File: config.mk
export PLATFORM = sky130hd
export DESIGN_NAME = expr_str_tx
export DESIGN_NICKNAME = d
export VERILOG_FILES = /design/src/rtl/expr_str_tx_pkg.sv /design/src/rtl/expr_char_enc.sv /design/src/rtl/expr_str_tx.sv
export SDC_FILE = /design/constraint.sdc
export NUM_CORES = 1
export LEC_CHECK = 0
export CORE_MARGIN = 2
export CORE_UTILIZATION = 38
export DETAILED_ROUTE_END_ITERATION = 10
export DONT_BUFFER_PORTS = 1
export HOLD_SLACK_MARGIN = 0.05
export SLEW_MARGIN = 20
export SYNTH_ARGS = -nofsm -noshare
export SYNTH_HDL_FRONTEND = slang
export SYNTH_SLANG_ARGS = --single-unit
File: constraint.sdc
create_clock -name clk -period 3.5 [get_ports clk]
set_clock_uncertainty 0.05 [all_clocks]
set_input_delay 0.525 -clock clk [delete_from_list [all_inputs] [get_ports clk]]
set_output_delay 0.525 -clock clk [all_outputs]
set_load 0.01 [all_outputs]
File: src/rtl/expr_str_tx_pkg.sv
`default_nettype none
// ============================================================================
// Module   : expr_str_tx_pkg
// Purpose  : Shared ASCII constants, operator encoding and FSM states for
//            the expression string transmitter.
// Revision : 1.0  initial release
// ============================================================================
package expr_str_tx_pkg;

  localparam logic [7:0] CH_ZERO = 8'h30;
  localparam logic [7:0] CH_PLUS = 8'h2B;
  localparam logic [7:0] CH_MUL  = 8'h2A;
  localparam logic [7:0] CH_EQ   = 8'h3D;

  localparam logic OP_ADD = 1'b0;
  localparam logic OP_MUL = 1'b1;

  typedef enum logic [2:0] {
    S_IDLE  = 3'd0,
    S_DIGIT = 3'd1,
    S_OP    = 3'd2,
    S_TERM  = 3'd3,
    S_FIN   = 3'd4
  } state_t;

endpackage : expr_str_tx_pkg
`default_nettype wire

File: src/rtl/expr_char_enc.sv
`default_nettype none
// ============================================================================
// Module   : expr_char_enc
// Purpose  : Combinational map of {is_op, op_bit, digit} to ASCII, flagging
//            operands outside 0..9 (those are emitted as '0').
// Revision : 1.0  initial release
// ============================================================================
module expr_char_enc (
  input  logic       is_op,
  input  logic       op_bit,
  input  logic [3:0] digit,
  output logic [7:0] ch,
  output logic       inv
);
  import expr_str_tx_pkg::*;

  always_comb begin
    inv = 1'b0;
    ch  = CH_ZERO;
    if (is_op) begin
      ch = (op_bit == OP_MUL) ? CH_MUL : CH_PLUS;
    end else if (digit > 4'd9) begin
      inv = 1'b1;
      ch  = CH_ZERO;
    end else begin
      ch = CH_ZERO + {4'b0000, digit};
    end
  end

endmodule : expr_char_enc
`default_nettype wire

File: src/rtl/expr_str_tx.sv
`default_nettype none
// ============================================================================
// Module   : expr_str_tx
// Purpose  : Parallel-load, valid/ready serial generator of expression
//            strings "d(op d)*". Optional macro EXPR_TERM_EN appends '='.
// Revision : 1.0  initial release
// ============================================================================
module expr_str_tx #(
  parameter int MAX_OPS = 4,
  parameter int CW      = $clog2(MAX_OPS + 1)
) (
  input  logic                     clk,
  input  logic                     clr_n,
  input  logic                     start,
  input  logic [4*(MAX_OPS+1)-1:0] digits,
  input  logic [MAX_OPS-1:0]       ops,
  input  logic [CW-1:0]            n_ops,
  output logic [7:0]               ch,
  output logic                     ch_valid,
  input  logic                     ch_ready,
  output logic                     busy,
  output logic                     done,
  output logic                     err
);
  import expr_str_tx_pkg::*;

  state_t                     r_state;
  state_t                     w_state_nxt;
  logic [CW-1:0]              r_idx;
  logic [CW-1:0]              w_idx_nxt;
  logic [4*(MAX_OPS+1)-1:0]   r_digits;
  logic [MAX_OPS-1:0]         r_ops;
  logic [CW-1:0]              r_nops;
  logic                       r_errf;
  logic [7:0]                 r_ch;
  logic                       r_ch_valid;
  logic                       r_busy;
  logic                       r_done;
  logic                       r_err;

  logic                       w_hs;
  logic                       w_load;
  logic [CW-1:0]              w_nops_eff;
  logic [4*(MAX_OPS+1)-1:0]   w_dig_src;
  logic [3:0]                 w_dig;
  logic                       w_opb;
  logic                       w_is_op;
  logic [7:0]                 w_enc_ch;
  logic                       w_enc_inv;

  assign w_hs       = r_ch_valid & ch_ready;
  assign w_nops_eff = (n_ops > CW'(MAX_OPS)) ? CW'(MAX_OPS) : n_ops;

  always_comb begin
    w_state_nxt = r_state;
    w_idx_nxt   = r_idx;
    w_load      = 1'b0;
    case (r_state)
      S_IDLE: begin
        if (start) begin
          w_state_nxt = S_DIGIT;
          w_idx_nxt   = '0;
          w_load      = 1'b1;
        end
      end
      S_DIGIT: begin
        if (w_hs) begin
          if (r_idx == r_nops) begin
`ifdef EXPR_TERM_EN
            w_state_nxt = S_TERM;
`else
            w_state_nxt = S_FIN;
`endif
          end else begin
            w_state_nxt = S_OP;
          end
        end
      end
      S_OP: begin
        if (w_hs) begin
          w_state_nxt = S_DIGIT;
          w_idx_nxt   = r_idx + 1'b1;
        end
      end
`ifdef EXPR_TERM_EN
      S_TERM: begin
        if (w_hs) begin
          w_state_nxt = S_FIN;
        end
      end
`endif
      S_FIN:   w_state_nxt = S_IDLE;
      default: w_state_nxt = S_IDLE;
    endcase
  end

  // The next character is encoded ahead of time so ch leaves a flop; on load
  // operand 0 comes straight from the input bus.
  always_comb begin
    w_dig_src = w_load ? digits : r_digits;
    w_dig     = 4'd0;
    w_opb     = 1'b0;
    for (int k = 0; k <= MAX_OPS; k++) begin
      if (w_idx_nxt == CW'(k)) w_dig = w_dig_src[4*k +: 4];
    end
    for (int k = 0; k < MAX_OPS; k++) begin
      if (w_idx_nxt == CW'(k)) w_opb = r_ops[k];
    end
  end

  assign w_is_op = (w_state_nxt == S_OP);

  expr_char_enc u_enc (
    .is_op  (w_is_op),
    .op_bit (w_opb),
    .digit  (w_dig),
    .ch     (w_enc_ch),
    .inv    (w_enc_inv)
  );

  always_ff @(posedge clk or negedge clr_n) begin
    if (!clr_n) begin
      r_state    <= S_IDLE;
      r_idx      <= '0;
      r_digits   <= '0;
      r_ops      <= '0;
      r_nops     <= '0;
      r_errf     <= 1'b0;
      r_ch       <= 8'h00;
      r_ch_valid <= 1'b0;
      r_busy     <= 1'b0;
      r_done     <= 1'b0;
      r_err      <= 1'b0;
    end else begin
      r_state <= w_state_nxt;
      r_idx   <= w_idx_nxt;
      if (w_load) begin
        r_digits <= digits;
        r_ops    <= ops;
        r_nops   <= w_nops_eff;
        r_errf   <= w_enc_inv;
      end else if (w_state_nxt == S_DIGIT) begin
        r_errf   <= r_errf | w_enc_inv;
      end
      case (w_state_nxt)
        S_DIGIT, S_OP: begin
          r_ch       <= w_enc_ch;
          r_ch_valid <= 1'b1;
        end
        S_TERM: begin
          r_ch       <= CH_EQ;
          r_ch_valid <= 1'b1;
        end
        default: begin
          r_ch       <= 8'h00;
          r_ch_valid <= 1'b0;
        end
      endcase
      r_busy <= (w_state_nxt == S_DIGIT) || (w_state_nxt == S_OP) ||
                (w_state_nxt == S_TERM);
      r_done <= (w_state_nxt == S_FIN);
      r_err  <= (w_state_nxt == S_FIN) & r_errf;
    end
  end

  assign ch       = r_ch;
  assign ch_valid = r_ch_valid;
  assign busy     = r_busy;
  assign done     = r_done;
  assign err      = r_err;

endmodule : expr_str_tx
`default_nettype wire

Yosys cells after proc, flatten, opt, wreduce, memory -nomap -nowiden
Index checks and enable logic that the tools add are counted.
Cells by class
  mux-type cells: 30
  reduce and logical (&&, ||, !) cells: 7
  $add $sub $neg: 2
  equality and inequality tests: 11
  $lt $le $gt $ge: 2
  bitwise operators: 3
Operators with widths (number)
  2-to-1 mux 3 bit: 7
  2-to-1 mux 20 bit: 1
  2-to-1 mux 4 bit: 5
  2-to-1 mux 8 bit: 2
  case mux 8 bit (2 select lines): 1
  equality test 3 x 2 -> 1 bit, second input constant: 5
  2-to-1 mux 1 bit: 12
  equality test 3 x 1 -> 1 bit, second input constant: 3
  case mux 3 bit (3 select lines): 1
  adder 6 x 4 -> 7 bit, first input constant: 1
  equality test 3 bit, second input constant: 2
  logical NOT 3 bit: 2
  case mux 3 bit (2 select lines): 1
  > comparator 4 bit, second input constant: 1
  adder 3 x 1 -> 3 bit, second input constant: 1
  equality test 3 bit: 1
  > comparator 3 bit, second input constant: 1
  OR reduction 3 bit: 1
  bitwise AND 1 bit: 2
  logical OR 1 bit: 2
  nonzero test 2 bit: 1
  OR reduction 2 bit: 1
  OR 1 bit: 1
Storage, ports and cells
  bits in registers: 46
  bits of input ports: 31
  output and inout port bits: 12
  logic and storage cells: 66

Depth between registers and ports, before layout
  depth in word-level cells: 15
  depth in mapped cells: 10
  depth with buffers taken out: 9

Hierarchy
From an unflattened synthesis, not the netlist that was laid out.
Unflattened totals
  cells, all modules: 184
  area, all modules: 2243.4 sq um
Modules (own cells, without submodules)
  expr_str_tx: seq. area each 1126.1 sq um, cells an instance 170, instances 1, area an instance 2157.1 sq um
  expr_char_enc: seq. area each 0.0 sq um, cells an instance 14, instances 1, area an instance 86.3 sq um

Worst setup path before layout
OpenSTA, ideal clock, no wires.
  path type: reg2reg
  start: register r_state[2]
  end: register r_ch[0] (netlist: ch[0])
  period minus slack after synthesis: 2.418 ns
  arrival: 2.303 ns
  cell stages (with the launch flop): 10
  slack: 1.082 ns
  setup time: 0.065 ns
  cell sequence: dfrtp_1 -> buf_2 -> nor4b_2 -> buf_6 -> mux2_4 -> or4_4 -> o211ai_2 -> a21oi_2 -> nor3_1 -> o22a_1
On the way
  longest elaborated chain between the ends: 12
  elaborated cells between the ends (all ways): 34
  those cells by class: 1 x add/sub; 1 x order compare; 9 x eq/ne; 20 x mux; 3 x reduce/logical
RTL lines
  from (decl): RTL line expr_str_tx.sv:27  | state_t r_state;
  from (signal assigned): RTL line expr_str_tx.sv:135  | r_state <= w_state_nxt;
  logical NOT 3 bit: RTL line expr_str_tx.sv:58  | case (r_state)
  2-to-1 mux 1 bit: RTL line expr_str_tx.sv:58
  2-to-1 mux 20 bit
  via w_dig_src[2]: RTL line expr_str_tx.sv:44  | logic [4*(MAX_OPS+1)-1:0] w_dig_src;
  2-to-1 mux 4 bit (5 in series): RTL line expr_str_tx.sv:104  | if (w_idx_nxt == CW'(k)) w_dig = w_dig_src[4*k +: 4];
  > comparator 4 bit: RTL line expr_char_enc.sv:22  | end else if (digit > 4'd9) begin
  2-to-1 mux 8 bit: RTL line expr_char_enc.sv:22
  2-to-1 mux 8 bit: RTL line expr_char_enc.sv:20  | if (is_op) begin
  case mux 8 bit (2 select lines): RTL line expr_str_tx.sv:145  | case (w_state_nxt)
  to (signal assigned): RTL line expr_str_tx.sv:147  | r_ch <= w_enc_ch;
  to (decl): RTL line expr_str_tx.sv:35  | logic [7:0] r_ch;
The timed path passes the listed nets, and every way through them passes these cells.
A chain may end at the register's enable or synchronous reset.

Final worst setup path
  start: register r_state[1]
  end: register r_ch[0] (netlist: ch[0])
Same word-level chain as after synthesis.

==> summary.md <==
| Metric | Value |
|---|---|
| Max IR drop VDD | 0.384 mV |
| Min-Delay Endpoint | r_ops[1]$_DFFE_PN0N_ |
| H-tree depth | 2 |
| Required time at the worst-slack endpoint | 3.68 ns |
| Final-layout setup total negative slack | 0 ns |
| Count of mapped cells out of synthesis | ~190 |
| Critical path endpoint category | register |
| Detailed Routing Iterations Pass 1 | 4 |
| Synthesized area divided by synthesized cell count | 10.9 um^2 |
| Max Clk Rate | 368 MHz |
| Combined area of all synthesized cells | roughly 2100 um^2 |
| Worst Path Class, Setup | register to register |
| Input/output buffers | 0 |
| Final setup violation count | 0 |
| Setup repair after global routing missed its margin | false |
| Total of flip-flops plus latches after synthesis | 43 |
| Most frequent standard cell in the layout excluding fill and tap cells | dfrtp_1 |
| Nets | between 200 and 250 |
| Cell at the root of the clock tree | clkbuf_8 |
| Commonest non-fill, non-tap cells in the layout | dfrtp_1, nand2_1, mux2_2, nand3_1 |
| Number of inserted diodes | 0 |
| Initial antenna violation count | 0 |
| Placeable core area | 5410 um^2 |
| Post-detailed-route count of antenna-violating nets | 0 |
| Number of resized instances in the post-cts repair step | 0 |
| Starting density of the core | 38.8% |
| Final Hold Fails | 0 |
| Worst setup SP type | register |
| Capture instance of the worst register-to-register path | ch[0]$_DFF_PN0_ |
| R2r setup slk | a little under 0.8 ns |
| Worst Max-Slew Pin Slew | 0.503 ns |
| Final Cycle Share | 77.7% |
| Clock transition time at the flip-flop clock pins of the worst setup and hold paths | 0.08 ns |
| Number of clock buffers inserted by TritonCTS | 5 |
| Worst r2r path cells | 7 |
| Largest area contributor in the netlist | dfrtp_1 |
| Io pins | 43 |
| Largest net degree at the start of global routing | 44 |
| Detailed-route via count | about 1400 |
| Slew headroom | about two thirds |
| Power per cell area | slightly below 1000 nW/um^2 |
| Post-synth cell types | 54 |
| Horiz. Die Dim | 78.3 um |
| Drt initial violations | a little under 60 |
| Die Outline Area | a little over 6000 um^2 |
| All-layer global routing usage | 15.6% |
| Top post-synthesis cells by area | dfrtp_1, mux2_2, nand2_1 |
| Data arrival time of the worst path | slightly below 3 ns |
| Path class of the lowest-slack min-delay path | input pin to register |
| Area growth from synthesis to layout | 7.81% |
| Number of enable flip-flop cells after synthesis | 0 |
| Synthesis warning total | 0 |
| Post-detailed-route DRC marker count | 0 |
| Share of layout cells above drive strength 1 | 20.1% |
| Leftover overflow at the end of global routing | 0 |
| Detailed Place HPWL | 3070 um |
| First-pass GRT wire length | approximately 7400 um |
| Run status | finished, final reports clean |
| Detail-routed net length per standard cell | 16.4 um |
| Final RePlAce weighted congestion | about 0.77 |
| Most used flip-flop cell after synthesis | dfrtp_1 |
| Share of the yosys chip area belonging to registers | about half |
| Number of global-route vias before repair | approximately 1500 |
| Post-layout minimum cycle time | 2.72 ns |
| CP Launch Point | r_state[1]$_DFF_PN0_ |
| Wirelength, routed | ~4400 um |
| Die Y | between 70 and 80 um |
| Minimum hold slack | about 0.29 ns |
| Launch instance of the worst register-to-register path | r_state[1]$_DFF_PN0_ |
| Number of max-cap violations | 0 |
| Slew Viols, Final | 0 |
| Clock latency on the worst-skew pair | between 0.2 and 0.3 ns |
| Rows | 27 |
| Total chip power | about 2200 uW |
| Clock tree from TritonCTS | done |
| Total leakage power | approximately 0.001 uW |
| Origin of the worst min-delay path | ops[1] |
| Detail-routed via count per cell | around 5.4 |
| Worst-path fanout max | 12 |
| Worst hold stages | 2 |
| Async set-or-reset flop fraction in the synthesized netlist | between 90% and 100% |
| Fraction of synthesized cell area taken by the top area cell type | between 50% and 60% |
| CTS Sinks | 43 |
| Maximum buffer depth of the clock tree | 2 |
metrics by stage:
stage	util [%]	area (um^2)	cells	worst slack [ns]
global route	41.9	2260	266	0.597
detailed placement	39.8	2150	258	0.829
floorplan	-	2100	194	1.08
finish	41.9	2260	266	0.780
CTS	41.9	2260	266	0.804
global placement	39.8	2150	258	0.829
kinds of logic (layout without fill, tap and decap cells):
kind of cell,count (synthesis),after routing,share of synthesized area (%)
buffers and inverters,21,21,5.36
other,1,2,0.179
multiplexers,21,21,11.6
flip-flops,43,43,51.3
AO/OA/AOI/OAI,28,28,10.2
AND/OR/NAND/NOR,75,75,19.6
XOR/XNOR,3,3,1.25
adder cells (fa/ha/maj),1,1,0.596
worst max-delay path: stages, from the launching register on:
cell and delay (ns):
dfrtp_1 0.52, nor4b_4 0.55, mux2_4 0.35, or4_4 0.53
o211ai_2 0.10, a21oi_2 0.10, nor3_1 0.26, o22a_1 0.20
power by group:
group	switching (uW)	internal [uW]	total (uW)	leakage [uW]
sequential	149	722	871	0.000525
clock	161	133	293	0.0000361
combinational	552	457	1010	0.000452
total	861	1310	2170	0.00101
worst max path at each step:
stage	end	slack, ns	cells past startpoint
floorplan	ch[0]$_DFF_PN0_	1.08	9
global placement	ch[0]$_DFF_PN0_	0.83	7
detailed placement	ch[0]$_DFF_PN0_	0.83	7
CTS	ch[0]$_DFF_PN0_	0.80	7
global route	ch[3]$_DFF_PN0_	0.60	8
finish	ch[0]$_DFF_PN0_	0.78	7
timing repair:
action,CTS,global route
buffers inserted,0,0
hold endpoints to repair,43,0
hold buffers,2,0
flip-flops by register name, summed over array words and instances (netlist names):
signal / cells
r_digits: 20
ch: 5
r_ops: 4
r_idx: 3
r_nops: 3
r_state: 3
busy: 1
ch_valid: 1
done: 1
err: 1
r_errf: 1
cell usage after synthesis, types with 2 or more instances:
library cell  instances
buf_4                 4
mux2_2               12
inv_1                 7
buf_2                 3
a21oi_1               4
nand3_1               8
clkbuf_1              2
nand3b_1              4
or2_1                 2
nor4_1                2
mux2i_1               7
nor2_1                3
buf_6                 2
xnor2_1               3
a31oi_1               4
nand4_1               3
o31ai_1               2
and3_1                4
nand2_1              28
dfrtp_1              43
nor3_1                6
inv_2                 3
nand2b_1              5
o21ai_1               2
per-layer routing:
metal	vias to the layer above	GRT usage, %	routed length, um
li1	680	-	-
met1	700	20.7	2050
met2	46	23.7	2030
met3	6	4.71	232
met4	0	6.32	62
met5	-	0	0
layout make-up:
| type | instances | area [um^2] |
|---|---|---|
| clock buffer | 5 | 68.8 |
| clock inverter | 1 | 7.51 |
| fill | 530 | 3140 |
| inverter | 10 | 37.5 |
| multi-input combinational | 130 | 923 |
| sequential | 43 | 1080 |
| tap | 72 | 90.1 |
| timing repair buffer | 5 | 60.1 |
Note: power is estimated with default switching activity, not from simulation.
